$ cat src/rtl/stump_alu_mc_pkg.sv
// rtl/stump_alu_mc_pkg.sv - shared func codes, flag indices and FSM states for stump_alu_mc
package stump_alu_mc_pkg;

    typedef enum logic [2:0] {
        FN_ADD  = 3'b000,
        FN_ADC  = 3'b001,
        FN_SUB  = 3'b010,
        FN_SBC  = 3'b011,
        FN_AND  = 3'b100,
        FN_OR   = 3'b101,
        FN_LDST = 3'b110,
        FN_BCC  = 3'b111
    } func_e;

    localparam int FLAG_N = 3;
    localparam int FLAG_Z = 2;
    localparam int FLAG_V = 1;
    localparam int FLAG_C = 0;

    typedef enum logic {
        ST_IDLE = 1'b0,
        ST_MUL  = 1'b1
    } state_e;

endpackage

$ cat src/rtl/stump_alu_comb.sv
// rtl/stump_alu_comb.sv - combinational Stump result/flags unit
// Ports: a, b operands; func 3-bit Stump code; c_in current C flag; csh shifter carry;
//        result ALU result; flags {N,Z,V,C}; flags_we flags write-back request.
module stump_alu_comb
    import stump_alu_mc_pkg::*;
#(
    parameter int WIDTH = 16
) (
    input  logic [WIDTH-1:0] a,
    input  logic [WIDTH-1:0] b,
    input  logic [2:0]       func,
    input  logic             c_in,
    input  logic             csh,
    output logic [WIDTH-1:0] result,
    output logic [3:0]       flags,
    output logic             flags_we
);

    logic [WIDTH:0]   sum;
    logic [WIDTH-1:0] b_op;
    logic             cin_op;

    always_comb begin
        b_op   = b;
        cin_op = 1'b0;
        // Subtracts reuse the adder with inverted B; the carry-in supplies the +1 / ~c_in.
        case (func_e'(func))
            FN_ADC: cin_op = c_in;
            FN_SUB: begin
                b_op   = ~b;
                cin_op = 1'b1;
            end
            FN_SBC: begin
                b_op   = ~b;
                cin_op = ~c_in;
            end
            default: ;
        endcase
        sum = {1'b0, a} + {1'b0, b_op} + {{WIDTH{1'b0}}, cin_op};
    end

    always_comb begin
        result   = sum[WIDTH-1:0];
        flags    = 4'b0000;
        flags_we = 1'b1;
        case (func_e'(func))
            FN_ADD, FN_ADC: begin
                flags[FLAG_C] = sum[WIDTH];
                flags[FLAG_V] = (a[WIDTH-1] == b[WIDTH-1]) && (result[WIDTH-1] != a[WIDTH-1]);
            end
            FN_SUB, FN_SBC: begin
                // C holds borrow, i.e. the inverted adder carry.
                flags[FLAG_C] = ~sum[WIDTH];
                flags[FLAG_V] = (a[WIDTH-1] != b[WIDTH-1]) && (result[WIDTH-1] != a[WIDTH-1]);
            end
            FN_AND: begin
                result        = a & b;
                flags[FLAG_C] = csh;
            end
            FN_OR: begin
                result        = a | b;
                flags[FLAG_C] = csh;
            end
            default: flags_we = 1'b0;   // address calculation leaves flags untouched
        endcase
        if (flags_we) begin
            flags[FLAG_N] = result[WIDTH-1];
            flags[FLAG_Z] = (result == '0);
        end
    end

endmodule

$ cat src/rtl/stump_alu_mc.sv
// rtl/stump_alu_mc.sv - multi-cycle Stump ALU with shift-add multiply and valid/ready handshake
// Ports: clk, rst_n (async active-low); in_valid/in_ready request handshake; operand_a,
//        operand_b, func, mul_en, c_in, csh sampled at accept; out_valid/out_ready result
//        handshake; result, flags_out {N,Z,V,C}, flags_we held while stalled.
module stump_alu_mc
    import stump_alu_mc_pkg::*;
#(
    parameter int WIDTH  = 16,
    parameter int MUL_EN = 1
) (
    input  logic             clk,
    input  logic             rst_n,
    input  logic             in_valid,
    output logic             in_ready,
    input  logic [WIDTH-1:0] operand_a,
    input  logic [WIDTH-1:0] operand_b,
    input  logic [2:0]       func,
    input  logic             mul_en,
    input  logic             c_in,
    input  logic             csh,
    output logic             out_valid,
    input  logic             out_ready,
    output logic [WIDTH-1:0] result,
    output logic [3:0]       flags_out,
    output logic             flags_we
);

    localparam int CW = $clog2(WIDTH);

    state_e             state_q, state_d;
    logic [CW-1:0]      cnt_q, cnt_d;
    logic [2*WIDTH-1:0] acc_q, acc_d;
    logic [2*WIDTH-1:0] mcand_q, mcand_d;
    logic [WIDTH-1:0]   mplier_q, mplier_d;
    logic               out_valid_q, out_valid_d;
    logic [WIDTH-1:0]   result_q, result_d;
    logic [3:0]         flags_q, flags_d;
    logic               flags_we_q, flags_we_d;

    logic [WIDTH-1:0]   comb_result;
    logic [3:0]         comb_flags;
    logic               comb_we;
    logic [2*WIDTH-1:0] acc_sum;
    logic               accept;
    logic               mul_sel;

    stump_alu_comb #(.WIDTH(WIDTH)) u_comb (
        .a        (operand_a),
        .b        (operand_b),
        .func     (func),
        .c_in     (c_in),
        .csh      (csh),
        .result   (comb_result),
        .flags    (comb_flags),
        .flags_we (comb_we)
    );

    always_comb begin
        state_d     = state_q;
        cnt_d       = cnt_q;
        acc_d       = acc_q;
        mcand_d     = mcand_q;
        mplier_d    = mplier_q;
        out_valid_d = out_valid_q;
        result_d    = result_q;
        flags_d     = flags_q;
        flags_we_d  = flags_we_q;

        in_ready = (state_q == ST_IDLE) && (!out_valid_q || out_ready);
        accept   = in_valid && in_ready;
        mul_sel  = (MUL_EN != 0) && mul_en;
        acc_sum  = acc_q + (mplier_q[0] ? mcand_q : '0);

        if (out_valid_q && out_ready) begin
            out_valid_d = 1'b0;
        end

        if (accept) begin
            if (mul_sel) begin
                state_d  = ST_MUL;
                cnt_d    = '0;
                acc_d    = '0;
                mcand_d  = {{WIDTH{1'b0}}, operand_a};
                mplier_d = operand_b;
            end else begin
                // A completing op overrides the drain above, so out_valid stays high.
                out_valid_d = 1'b1;
                result_d    = comb_result;
                flags_d     = comb_flags;
                flags_we_d  = comb_we;
            end
        end

        if (state_q == ST_MUL) begin
            acc_d    = acc_sum;
            mcand_d  = mcand_q << 1;
            mplier_d = mplier_q >> 1;
            cnt_d    = cnt_q + CW'(1);
            if (cnt_q == CW'(WIDTH - 1)) begin
                state_d             = ST_IDLE;
                out_valid_d         = 1'b1;
                result_d            = acc_sum[WIDTH-1:0];
                flags_d             = 4'b0000;
                flags_d[FLAG_N]     = acc_sum[WIDTH-1];
                flags_d[FLAG_Z]     = (acc_sum[WIDTH-1:0] == '0);
                flags_d[FLAG_C]     = |acc_sum[2*WIDTH-1:WIDTH];
                flags_we_d          = 1'b1;
            end
        end
    end

    always_ff @(posedge clk or negedge rst_n) begin
        if (!rst_n) begin
            state_q     <= ST_IDLE;
            cnt_q       <= '0;
            acc_q       <= '0;
            mcand_q     <= '0;
            mplier_q    <= '0;
            out_valid_q <= 1'b0;
            result_q    <= '0;
            flags_q     <= 4'b0000;
            flags_we_q  <= 1'b0;
        end else begin
            state_q     <= state_d;
            cnt_q       <= cnt_d;
            acc_q       <= acc_d;
            mcand_q     <= mcand_d;
            mplier_q    <= mplier_d;
            out_valid_q <= out_valid_d;
            result_q    <= result_d;
            flags_q     <= flags_d;
            flags_we_q  <= flags_we_d;
        end
    end

    assign out_valid = out_valid_q;
    assign result    = result_q;
    assign flags_out = flags_q;
    assign flags_we  = flags_we_q;

endmodule

$ cat config.mk
export PLATFORM = sky130hd
export DESIGN_NAME = stump_alu_mc
export DESIGN_NICKNAME = d
export VERILOG_FILES = /design/src/rtl/stump_alu_mc_pkg.sv /design/src/rtl/stump_alu_comb.sv /design/src/rtl/stump_alu_mc.sv
export SDC_FILE = /design/constraint.sdc
export NUM_CORES = 1
export LEC_CHECK = 0
export CAP_MARGIN = 10
export CORE_ASPECT_RATIO = 0.6
export CORE_MARGIN = 2
export CORE_UTILIZATION = 53
export DETAILED_ROUTE_END_ITERATION = 10
export PLACE_DENSITY = 0.82
export REMOVE_ABC_BUFFERS = 1
export SLEW_MARGIN = 20
export SYNTH_ARGS = -nofsm -noshare
export SYNTH_HDL_FRONTEND = slang
export SYNTH_SLANG_ARGS = --single-unit
$ cat constraint.sdc
create_clock -name clk -period 3.3 [get_ports clk]
set_input_delay 0.495 -clock clk [delete_from_list [all_inputs] [get_ports clk]]
set_output_delay 0.495 -clock clk [all_outputs]
set_load 0.01 [all_outputs]
## Word level (Yosys, flattened, before mapping)

Index checks and enable logic that the tools add are counted.

- Flip-flop bits (word level): 107
- Logic and storage cells: 87
- Output and inout bits: 23

- Reduce and logical (&&, ||, !) cells: 18
- Multiplexer cells: 41
- Add/subtract/negate cells: 4
- Equal/unequal tests: 9
- Bitwise gates (word level): 6

Operators with widths:

| cell | count |
|---|---|
| two-way mux 32 bit | 7 |
| two-way mux 16 bit | 8 |
| adder 32 bit | 1 |
| logical NOT 16 bit | 2 |
| case mux 16 bit (2 select lines) | 1 |
| two-way mux 4 bit | 7 |
| adder 16 x 16 -> 17 bit | 1 |
| adder 17 x 1 -> 17 bit | 1 |
| bitwise AND 16 bit | 1 |
| inverter 16 bit | 1 |
| bitwise OR 16 bit | 1 |
| OR reduction 16 bit | 1 |
| two-way mux 1 bit | 14 |
| == test 3 x 2 -> 1 bit (second input constant) | 2 |
| == test 3 bit (second input constant) | 2 |
| case mux 1 bit (3 select lines) | 2 |
| OR reduction 2 bit | 3 |
| OR reduction 6 bit | 1 |
| logical AND 1 bit | 5 |
| adder 4 x 1 -> 4 bit (second input constant) | 1 |
| == test 4 bit (second input constant) | 1 |
| nonzero test 2 bit | 2 |
| == test 3 x 1 -> 1 bit (second input constant) | 1 |
| logical NOT 3 bit | 1 |
| 8 further kinds | 11 |

## Longest topological paths before layout

Gate-level depths: netlist of the first run.

- Word-level depth: 12
- Mapped depth: 19
- Gate-level depth less buffers: 16

## Modules after synthesis

From an unflattened synthesis of the first run, not the netlist that was laid out.

- Cells, all modules: 918
- Area, all modules: 7831.3 µm²

Modules (own cells, without submodules):

| module | seq. area each (µm²) | times used | area each (µm²) | cells an instance |
|---|---|---|---|---|
| stump_alu_mc | 2677.6 | 1 | 6318.6 | 712 |
| stump_alu_comb | 0.0 | 1 | 1512.7 | 206 |

## Worst setup path before layout of the first run

Ideal clock, no wire load.

- Kind: in2reg
- Start: input func[2]
- End: register flags_q[2] (netlist: flags_out[2])
- Data arrival time: 3860 ps
- Data required time: 3217 ps
- Setup time: 83 ps
- Slack: -643 ps
- Stages on the path: 16
- Path through: clkbuf_1 > nand2b_1 > clkbuf_1 > clkbuf_1 > xnor2_1 > ha_1 > nor2b_1 > o21a_1 > o211ai_1 > a31oi_1 > a311oi_1 > xor2_1 > o21ai_0 > nor4_1 > nand4_1 > o21ai_0

- Longest elaborated chain between the ends: 12
- Elaborated cells between the ends (all ways): 20
- Classes of those cells: add/sub: 2; eq/ne: 5; mux: 9; reduce/logical: 4

RTL lines:

| what | RTL line | text |
|---|---|---|
| start, declared | stump_alu_mc.sv:17 | `input logic [2:0] func,` |
| == test 3 x 2 -> 1 bit | stump_alu_comb.sv:27, stump_alu_comb.sv:46 |  |
| OR reduction 2 bit (no line) | n/a |  |
| two-way mux 16 bit | n/a |  |
| adder 16 x 16 -> 17 bit | stump_alu_comb.sv:39 | `sum = {1'b0, a} + {1'b0, b_op} + {{WIDTH{1'b0}}, cin_op};` |
| adder 17 x 1 -> 17 bit | stump_alu_comb.sv:39 |  |
| case mux 16 bit (2 select lines) | stump_alu_comb.sv:46 | `case (func_e'(func))` |
| logical NOT 16 bit | stump_alu_comb.sv:68 | `flags[FLAG_Z] = (result == '0);` |
| two-way mux 2 bit (*) | stump_alu_comb.sv:66 | `if (flags_we) begin` |
| two-way mux 4 bit (*) | stump_alu_mc.sv:79 | `if (mul_sel) begin` |
| two-way mux 4 bit (*) | stump_alu_mc.sv:78 | `if (accept) begin` |
| two-way mux 4 bit | stump_alu_mc.sv:99 | `if (cnt_q == CW'(WIDTH - 1)) begin` |
| two-way mux 4 bit (*) | stump_alu_mc.sv:94 | `if (state_q == ST_MUL) begin` |
| named net flags_d[2] | stump_alu_mc.sv:37 | `logic [3:0] flags_q, flags_d;` |
| end signal, assigned | stump_alu_mc.sv:131 | `flags_q <= flags_d;` |
| end, declared | stump_alu_mc.sv:37 |  |

Mark *: on every way through the listed nets, which the timed path passes. The rest lies on a longest branch.
A chain may end at the register's enable or synchronous reset.

## Final worst setup path of the first run

- Start: register mplier_q[0]
- End: register flags_q[0] (netlist: flags_out[0])

- Longest elaborated chain between the ends: 5

RTL lines:

| what | RTL line | text |
|---|---|---|
| start, declared | stump_alu_mc.sv:34 | `logic [WIDTH-1:0] mplier_q, mplier_d;` |
| start signal, assigned | stump_alu_mc.sv:128 | `mplier_q <= mplier_d;` |
| two-way mux 32 bit | stump_alu_mc.sv:72 | `acc_sum = acc_q + (mplier_q[0] ? mcand_q : '0);` |
| adder 32 bit | stump_alu_mc.sv:72 |  |
| OR reduction 16 bit | stump_alu_mc.sv:106 | `flags_d[FLAG_C] = \|acc_sum[2*WIDTH-1:WIDTH];` |
| two-way mux 4 bit | stump_alu_mc.sv:99 |  |
| two-way mux 4 bit | stump_alu_mc.sv:94 |  |
| named net flags_d[0] | stump_alu_mc.sv:37 |  |

The timed path passes the listed nets, and every way through them passes these cells.

==> reports/summary.md, run 1 <==
Summing internal, switching and leakage power gives 9.16 mW. Peak fanout along the critical path: 4. After detailed placement, the total cell area comes to 9450 um2. STA puts the critical path data required time at 3530 ps. The cell type contributing the most total cell area after synthesis was sky130_fd_sc_hd__dfrtp_1.

Dividing the detail-routed via count by the number of cells gives 6.15. Setup violations remaining at the end of the flow were counted as 4. The synthesized-area fraction occupied by adder cells works out to 0.100. For the overflow left after global routing, the log shows 0. The routed design uses 2750 um of met3 wire. Counting every instance in the synthesized netlist gives 824. Category of the most critical setup path: flop to flop. The detailed-route DRC error count is 0, and the number of antenna violations at the first check in global routing is 0.

The floorplan step defined a die boundary enclosing 15000 um2. The total half-perimeter wirelength after legalization and detailed placement is 16800 um. The average footprint of a synthesized cell is 9.00 um2. Clock-pin slew of the registers on the worst-case setup and hold paths: 80 ps. The count of buffering cells on the critical path with inverters included came out at 0.

The proportion of synthesized chip area in sequential cells is 0.361. The via count of the first global-routing pass was 7178; the area share of the leading cell type in the synthesized netlist was 0.361. In this run the power density over the cells is 868 nW/um2. The post-layout instance count excluding filler cells is 1240, and the fraction of the mapped netlist area in compound gates is 0.227. The congestion estimate from routability-driven global placement came to 0.993.

On the critical path, the stage with the largest delay is an instance of sky130_fd_sc_hd__or4_4. The critical path's top delay family is compound AO/OA/AOI/OAI gates. The wire length on met1 is 11400 um, and the setup TNS is -1100 ps. The type of element capturing the critical path was a flop. The tools report the post-placement cell count as 1201. The most used flip-flop cell after synthesis is sky130_fd_sc_hd__dfrtp_1. For the total routing resource utilization after global routing, the log shows 0.325. In this run the remaining antenna-violating nets after routing total 0. The worst setup path is launched from a flop. Cell repeated most along the worst path: sky130_fd_sc_hd__a21o_1. The first-pass GRT wire length was 37500 um; the time the final worst path needs with I/O delays and setup was 3710 ps.

After synthesis, the largest family of logic cells by area is compound AO/OA/AOI/OAI gates. The first detailed-routing pass took 5 iterations. The logs give 107 for the CTS sink count and 0 for the number of pins exceeding their max-slew limit in the final report.

The simple-gate area share of the yosys netlist was 0.157; the number of H-tree levels was 3. The share of the synthesized netlist area taken by xor and xnor gates came out at 0.0756. The highest metal layer with signal wires was met4. TritonCTS built the clock tree.

The latest clock arrival within the worst-skew pair was 370 ps; the initial DRC count was 693. The delay of the slowest cell on the worst path was 550 ps. IR analysis of the VDD net gives a maximum drop of 0.000927 V. Ranked by total cell area, the synthesized netlist is headed by sky130_fd_sc_hd__dfrtp_1, sky130_fd_sc_hd__ha_1, sky130_fd_sc_hd__a22o_1. After floorplanning, the core was divided into 33 placement rows. The signed area change from the synthesized netlist to the final layout was 42.3%; the worst clock skew was 12.5 ps. The post-route cell area came out at 10600 um2. The clock buffer count from CTS is 9.

The upper clock frequency limit was 0.269 GHz. The synthesized netlist occupies a cell area of 7420 um2. The static leakage is 4.94 nW. The worst hold path belongs to the class input port to async pin.

The final worst-path setup slack was -412 ps; the routed via count was 7630. The flip-flop and latch count after synthesis is 107, and the transition time at the pin with the least slew margin is 956 ps. 0 antenna diodes ended up in the layout. Entering global routing, the biggest net connects 82 pins. Proportion of register bits with asynchronous set or reset after synthesis: 1.00.

The run gives 0.543 as the initial core utilization. The final core utilization was 0.772. The multiplexer fraction of the synthesized cell area was 0.0432. Setup repair after global routing could not meet its margin everywhere.

The tools report the number of distinct library cells after synthesis as 52. Across the run, the number of max-cap violations was 0. The critical path goes through and2_4, ha_4, fa_2, a21o_1, a221oi_4, o221ai_2, a21o_1, a221oi_2, xnor2_1, or4_4, nor4_4, nor4b_4, a31oi_1.

The worst hold slack across all endpoints came out at 44.0 ps. The Yosys step of the flow raised 0 warnings. After detailed routing, the met2 layer carries 10700 um of wire. The logs give -895 ps for the worst setup slack before clock tree synthesis and 2 for the number of buffers on the longest clock path. The count of filler cells inserted in the layout is 861, and the average wire per cell in the routed design is 20.5 um. The run gives 0 as the hold violation count in the final report. The final reports fail on setup timing.

During I/O placement, the number of pins put on the boundary was 65. The layout net count came out at 1137. The number of enable flip-flop cells after synthesis was 0; the arrival time of the worst setup path was 3940 ps. The worst relative slew slack is 0.362, and the width of the die is 157 um.

The floorplan die height was 95.6 um; the count of buffers from port buffering was 64. The final clock period utilization by the worst path was 1.12. The tools report the clock root buffer master as sky130_fd_sc_hd__clkbuf_16. For this block, the routed nets add up to 25400 um of wire. The core area is 13700 um2. The flow ran to the end, but the final reports show violations. The fraction of final layout cells sized beyond drive strength 1 was 0.281.
where the power goes:
part           leakage [nW]  internal (mW)  total [mW]  switching (mW)
Combinational          3.45           2.78        5.65            2.86
Sequential             1.34           1.91        2.40           0.486
Clock                 0.147          0.552        1.11           0.561
registers in the layout, summed over array words and instances, names as in the netlist:
register / cells
acc_q: 32
mcand_q: 32
mplier_q: 16
result: 16
cnt_q: 4
flags_out: 4
flags_we: 1
out_valid: 1
state_q: 1
final cells by class:
class | instances | area [um2] | area share
clock inverter | 6 | 57.6 | 0.00545
multi-input combinational | 646 | 5050 | 0.478
timing repair buffer | 257 | 2210 | 0.209
tap | 192 | 240 | 0.0228
sequential | 107 | 2680 | 0.254
clock buffer | 10 | 239 | 0.0226
inverter | 22 | 82.6 | 0.00782
worst register-to-register path, stage by stage, from the launching register on:
cell and delay (ps):
sky130_fd_sc_hd__dfrtp_2 460, sky130_fd_sc_hd__and2_4 160, sky130_fd_sc_hd__ha_4 160, sky130_fd_sc_hd__fa_2 340, sky130_fd_sc_hd__a21o_1 220, sky130_fd_sc_hd__a221oi_4 310
sky130_fd_sc_hd__o221ai_2 160, sky130_fd_sc_hd__a21o_1 210, sky130_fd_sc_hd__a221oi_2 330, sky130_fd_sc_hd__xnor2_1 140, sky130_fd_sc_hd__or4_4 550, sky130_fd_sc_hd__nor4_4 180
sky130_fd_sc_hd__nor4b_4 230, sky130_fd_sc_hd__a31oi_1 130
worst paths after layout:
check / startpoint / end / slack, ps / cells past startpoint
hold reg to reg: mplier_q[5]$_DFFE_PN0P_ / mplier_q[5]$_DFFE_PN0P_ / 490 / 2
min in group clk: func[2] / flags_out[1]$_DFF_PN0_ / 460 / 3
hold / removal: rst_n / mplier_q[7]$_DFFE_PN0P_ / 40 / 1
setup / recovery: mplier_q[0]$_DFFE_PN0P_ / flags_out[0]$_DFF_PN0_ / -410 / 13
setup reg to reg: mplier_q[0]$_DFFE_PN0P_ / flags_out[0]$_DFF_PN0_ / -410 / 13
max in group asynchronous: rst_n / state_q$_DFF_PN0_ / 2440 / 2
cell families after synthesis:
group	count (synthesis)
XOR/XNOR	64
flip-flops	107
multiplexers	32
AND/OR/NAND/NOR	234
buffers and inverters	71
AO/OA/AOI/OAI	257
adder cells (fa/ha/maj)	59
routing by layer:
metal | GRT usage | vias to the layer above
li1 | - | 3425
met4 | 0.0971 | 0
met2 | 0.457 | 470
met1 | 0.487 | 3677
met3 | 0.0827 | 58
met5 | 0 | -
synth_stat cells (7+ instances only):
| cell | instances |
|---|---|
| sky130_fd_sc_hd__inv_1 | 22 |
| sky130_fd_sc_hd__nand3_1 | 22 |
| sky130_fd_sc_hd__o31ai_1 | 7 |
| sky130_fd_sc_hd__dfrtp_1 | 107 |
| sky130_fd_sc_hd__mux2i_1 | 32 |
| sky130_fd_sc_hd__xor2_1 | 20 |
| sky130_fd_sc_hd__a21oi_1 | 67 |
| sky130_fd_sc_hd__a22o_1 | 44 |
| sky130_fd_sc_hd__a21o_1 | 18 |
| sky130_fd_sc_hd__o21ai_0 | 63 |
| sky130_fd_sc_hd__nor2_1 | 34 |
| sky130_fd_sc_hd__and2_1 | 37 |
| sky130_fd_sc_hd__xnor2_1 | 44 |
| sky130_fd_sc_hd__nand2_1 | 78 |
| sky130_fd_sc_hd__clkbuf_1 | 47 |
| sky130_fd_sc_hd__maj3_1 | 7 |
| sky130_fd_sc_hd__nor4_1 | 8 |
| sky130_fd_sc_hd__nand4_1 | 7 |
| sky130_fd_sc_hd__ha_1 | 49 |
| sky130_fd_sc_hd__o22ai_1 | 15 |
| sky130_fd_sc_hd__nor2b_1 | 9 |
| sky130_fd_sc_hd__nor3_1 | 14 |
placed cells by master, fill, tap and decap left out, types with 5 or more instances in the layout:
cell type                         count
sky130_fd_sc_hd__nor4_1               5
sky130_fd_sc_hd__inv_1               22
sky130_fd_sc_hd__and3_1               5
sky130_fd_sc_hd__ha_1                38
sky130_fd_sc_hd__xnor2_1             37
sky130_fd_sc_hd__a22o_1              44
sky130_fd_sc_hd__buf_6               10
sky130_fd_sc_hd__a21o_1              18
sky130_fd_sc_hd__o21bai_1             5
sky130_fd_sc_hd__ha_4                 7
sky130_fd_sc_hd__nor2_1              33
sky130_fd_sc_hd__buf_4              177
sky130_fd_sc_hd__nor3_1              11
sky130_fd_sc_hd__or4_4                5
sky130_fd_sc_hd__buf_12               6
sky130_fd_sc_hd__nand3_1             21
sky130_fd_sc_hd__a21oi_2              8
sky130_fd_sc_hd__dfrtp_1            105
sky130_fd_sc_hd__clkbuf_16           10
sky130_fd_sc_hd__clkdlybuf4s50_1     55
sky130_fd_sc_hd__maj3_1               7
sky130_fd_sc_hd__a21oi_1             59
sky130_fd_sc_hd__o21ai_1              9
sky130_fd_sc_hd__o21ai_0             53
sky130_fd_sc_hd__and2_1              33
sky130_fd_sc_hd__nand4_1              7
sky130_fd_sc_hd__xor2_1              15
sky130_fd_sc_hd__nand2_1             76
sky130_fd_sc_hd__mux2i_1             32
sky130_fd_sc_hd__o22ai_1             15
sky130_fd_sc_hd__nor2b_1              7
sky130_fd_sc_hd__o21a_1               5
sky130_fd_sc_hd__o31ai_1              5
what timing repair did:
item                                    in CTS  in global routing
hold buffers                                 0                  0
cloned                                       0                  1
setup buffers                               15                 12
endpoints found under the setup margin      17                 19
resized for setup                           55                 82
pin swaps                                   28                 48
Note: power is estimated with default switching activity, not from simulation.
==> run 2, diff against run 1 <==
==> constraint.sdc (replaced) <==
create_clock -name clk -period 3.1 [get_ports clk]
set_input_delay 0.465 -clock clk [delete_from_list [all_inputs] [get_ports clk]]
set_output_delay 0.465 -clock clk [all_outputs]
set_load 0.01 [all_outputs]
==> run 2 against run 1 <==
The run still ends with setup timing left. Critical path depth rose by 1. Register-to-register slack lost 350 ps. Global-route usage rose by 4.3 points. Count of clock-buffer cells in the layout did not move. Die area is the same. Clock power rose by 5%. Fmax decreased by 3.9%.
==> reports/summary.md, run 2 (synthesis results as in run 1) <==
The path class of the tightest hold or removal check is input port to async pin. The run finished, with violations left. The count of antenna diodes in the layout is 0 (unchanged).

The run gives 11.1 mW (+21%) as the post-route total power. The final core utilization was 0.835 (+0.0624); the peak fanout along the critical path was 4 (unchanged). Total power divided by cell area: 973 nW/um2 (+12%).

The transition time at the pin with the least slew margin works out to 993 ps (+36.2 ps). The worst relative slew slack came out at 0.338 (-0.0242). The most numerous cell type found on the critical path is sky130_fd_sc_hd__buf_6. The time the final worst path needs with I/O delays and setup is 3860 ps (+152 ps). The count of buffers from port buffering is 64 (unchanged).

The final reports fail on setup timing. The initial DRC count was 1275 (+84%); the upper clock frequency limit was 0.259 GHz (-3.9%). The clock root buffer master is sky130_fd_sc_hd__clkbuf_16. The area growth from synthesis to layout is 53.8%.

The routed via count was 8663 (+14%); the width of the die was 157 um (unchanged). The core area was 13700 um2 (unchanged). Overall routed net length: 32000 um (+26%). The number of maximum-capacitance violations was 0 (unchanged). The latest clock arrival within the worst-skew pair was 370 ps (about the same); the area used by multi-input combinational logic was 5480 um2 (+8.5%). Leaving out fill and tap cells, the most frequent cell in the layout is sky130_fd_sc_hd__buf_4. The maximum vdd ir drop was 0.000853 V (-8.0%).

For this design, the slowest cell found on the critical path is sky130_fd_sc_hd__or4_4. The run gives 65 (unchanged) as the boundary pin count. The length of the first detailed-routing pass in iterations is 8 (+3). Overflow left after global routing: 0 (unchanged).

The count of filler cells inserted in the layout was 669 (-22%). The tools report the arrival time of the worst setup path as 4100 ps (+160 ps). In this run the critical register-to-register path is launched from mplier_q[0]$_DFFE_PN0P_.

The floorplan row count is 33 (unchanged). STA classifies the critical path endpoint as a flop. The category of the most critical setup path was flop to flop.

The library cells used most frequently in the layout, excluding fill and tap cells, are sky130_fd_sc_hd__buf_4, sky130_fd_sc_hd__dfrtp_1, sky130_fd_sc_hd__nand2_1, sky130_fd_sc_hd__clkdlybuf4s50_1, sky130_fd_sc_hd__o21ai_0. The total half-perimeter wirelength after legalization and detailed placement came out at 18000 um (+6.9%). The routing usage on met3 came out at 0.0909 (+0.00818).

The number of H-tree levels is 3 (unchanged), and the clock-pin slew of the registers on the worst-case setup and hold paths is 80 ps (about the same). The floorplan die height came out at 95.6 um (unchanged). The static leakage is 5.32 nW (+7.7%), and the average wire per cell in the routed design is 24.6 um (+20%). The global routing stage identified its most utilized layer as met2.

In the final layout, the registers with the most flip-flops are acc_q x32, mcand_q x32. The layout net count is 1194 (+5.0%), and the number of buffers on the longest clock path is 2 (unchanged). The first-pass GRT wire length came out at 42000 um (+12%). The fraction of final layout cells sized beyond drive strength 1 works out to 0.371 (+0.0896).

For the initial core utilization, the log shows 0.543 (unchanged). The final worst-path setup slack came out at -764 ps (-352 ps). STA classifies the critical path startpoint as a flop. The logs give 117 ps (+73.1 ps) for the worst hold slack across all endpoints and 67 (-18%) for the largest net degree at the start of global routing. The CTS sink count is 107 (unchanged). For the remaining number of nets flagged by the antenna check after routing, the log shows 0 (unchanged). The detailed-route vias per instance came out at 6.68 (+8.5%). The tools report the total routing resource utilization after global routing as 0.367 (+0.0427). Setup repair after global routing could not meet its margin everywhere. The run gives 9.56 ps (-2.91 ps) as the worst clock skew. The delay of the slowest cell on the worst path is 550 ps (about the same), and the area taken by flip-flops and latches is 2680 um2 (about the same).

The total die area was 15000 um2 (unchanged). The routing usage on met2 is 0.550 (+0.0936). In this run the critical register-to-register path is captured at flags_out[0]$_DFF_PN0_. The final clock period utilization by the worst path works out to 1.25 (+0.122). The logs give 3330 ps (-200 ps) for the data required time of the critical path and 0 (unchanged) for the hold violation count in the final report.

The tools report the number of pins exceeding their max-slew limit in the final report as 0 (unchanged). The post-layout instance count excluding filler cells is 1297 (+4.6%). The via count of the first global-routing pass is 7831 (+9.1%), and the met1 capacity usage during global routing is 0.527 (+0.0402).

The tools report the number of failing setup endpoints in the final timing report as 21 (+17). The final weighted congestion in routability-driven placement is 0.991 (-0.17%). The post-placement cell count is 1243 (+3.5%), and the worst reg-to-reg path cell count is 14 (+1). The setup TNS is -3950 ps (-2850 ps).

The tools report the worst-case register-to-register setup slack as -760 ps (-350 ps). The clock buffer count from CTS is 9 (unchanged). TritonCTS built the clock tree. The critical path goes through buf_6, buf_6, and2_1, ha_4, and3_1, a221oi_4, o221ai_4, a21o_1, a221oi_2, xnor2_1, or4_4, nor4_4, nor4b_4, a31oi_1. The number of antenna violations at the first check in global routing came out at 0 (unchanged). The detailed-route DRC error count was 0 (unchanged).
run 2: changes by cell type in the layout (fill, tap and decap cells not counted), sizes merged:
cell / change
buf: +60
clkbuf: -2
clkinvlp: +2
clkinv: -1
dlygate4sd2: -1
inv: -1
run 2: area by class of cell:
| class | count | area share |
|---|---|---|
| Clock buffer | 10 | 0.0209 |
| Clock inverter | 6 | 0.00428 |
| Inverter | 22 | 0.00724 |
| Multi-Input combinational cell | 646 | 0.480 |
| Sequential cell | 107 | 0.235 |
| Tap cell | 192 | 0.0211 |
| Timing Repair Buffer | 314 | 0.232 |
run 2: worst max-delay path by stage:
stage	end	startpoint	slack, ps
after floorplan	mcand_q[10]$_DFFE_PN0P_	state_q$_DFF_PN0_	-4000
after global placement	flags_out[2]$_DFF_PN0_	func[2]	-850
after detailed placement	flags_out[2]$_DFF_PN0_	func[2]	-1000
after CTS	flags_out[0]$_DFF_PN0_	mplier_q[0]$_DFFE_PN0P_	-530
after global routing	flags_out[0]$_DFF_PN0_	mplier_q[0]$_DFFE_PN0P_	-840
final	flags_out[0]$_DFF_PN0_	mplier_q[0]$_DFFE_PN0P_	-760
run 2: report_power, final:
part           switching, mW  internal, mW  total (mW)
registers              0.581          2.04        2.62
logic                   3.72          3.60        7.32
clock network          0.596         0.578        1.17
total                   4.90          6.21        11.1
run 2: critical path: cells and delay by family (launching register included):
family	cells	cell delay (ps)
AND/OR/NAND/NOR	5	1520
flip-flops	1	420
adder cells (fa/ha/maj)	1	240
AO/OA/AOI/OAI	5	1150
XOR/XNOR	1	140
buffers and inverters	2	260
run 2: per-stage QoR:
stage,setup WS [ps],instance area [um2]
finish,-764,11400
global route,-841,11400
CTS,-532,10800
detailed placement,-996,9800
global placement,-846,9800
floorplan,-4000,7230
run 2: what timing repair did:
| action | CTS | global route |
|---|---|---|
| setup buffers | 22 | 17 |
| gates resized for setup | 122 | 96 |
| endpoints found under the setup margin | 25 | 22 |
| pin swaps | 58 | 61 |
| hold buffers | 0 | 0 |
run 2: layer usage:
metal | vias up | part of all wire
li1 | 3533 | -
met1 | 4060 | 0.38
met2 | 835 | 0.42
met3 | 235 | 0.13
met4 | 0 | 0.058
met5 | - | 0
==> run 3, diff against run 2 <==
--- a/config.mk
+++ b/config.mk
@@ -9,6 +9,7 @@
 export CORE_ASPECT_RATIO = 0.6
 export CORE_MARGIN = 2
 export CORE_UTILIZATION = 53
+export CTS_CLUSTER_DIAMETER = 80
 export DETAILED_ROUTE_END_ITERATION = 10
 export PLACE_DENSITY = 0.82
 export REMOVE_ABC_BUFFERS = 1
==> results of run 3 <==
No change in the layout: final DEF, timing and power equal those of run 2.
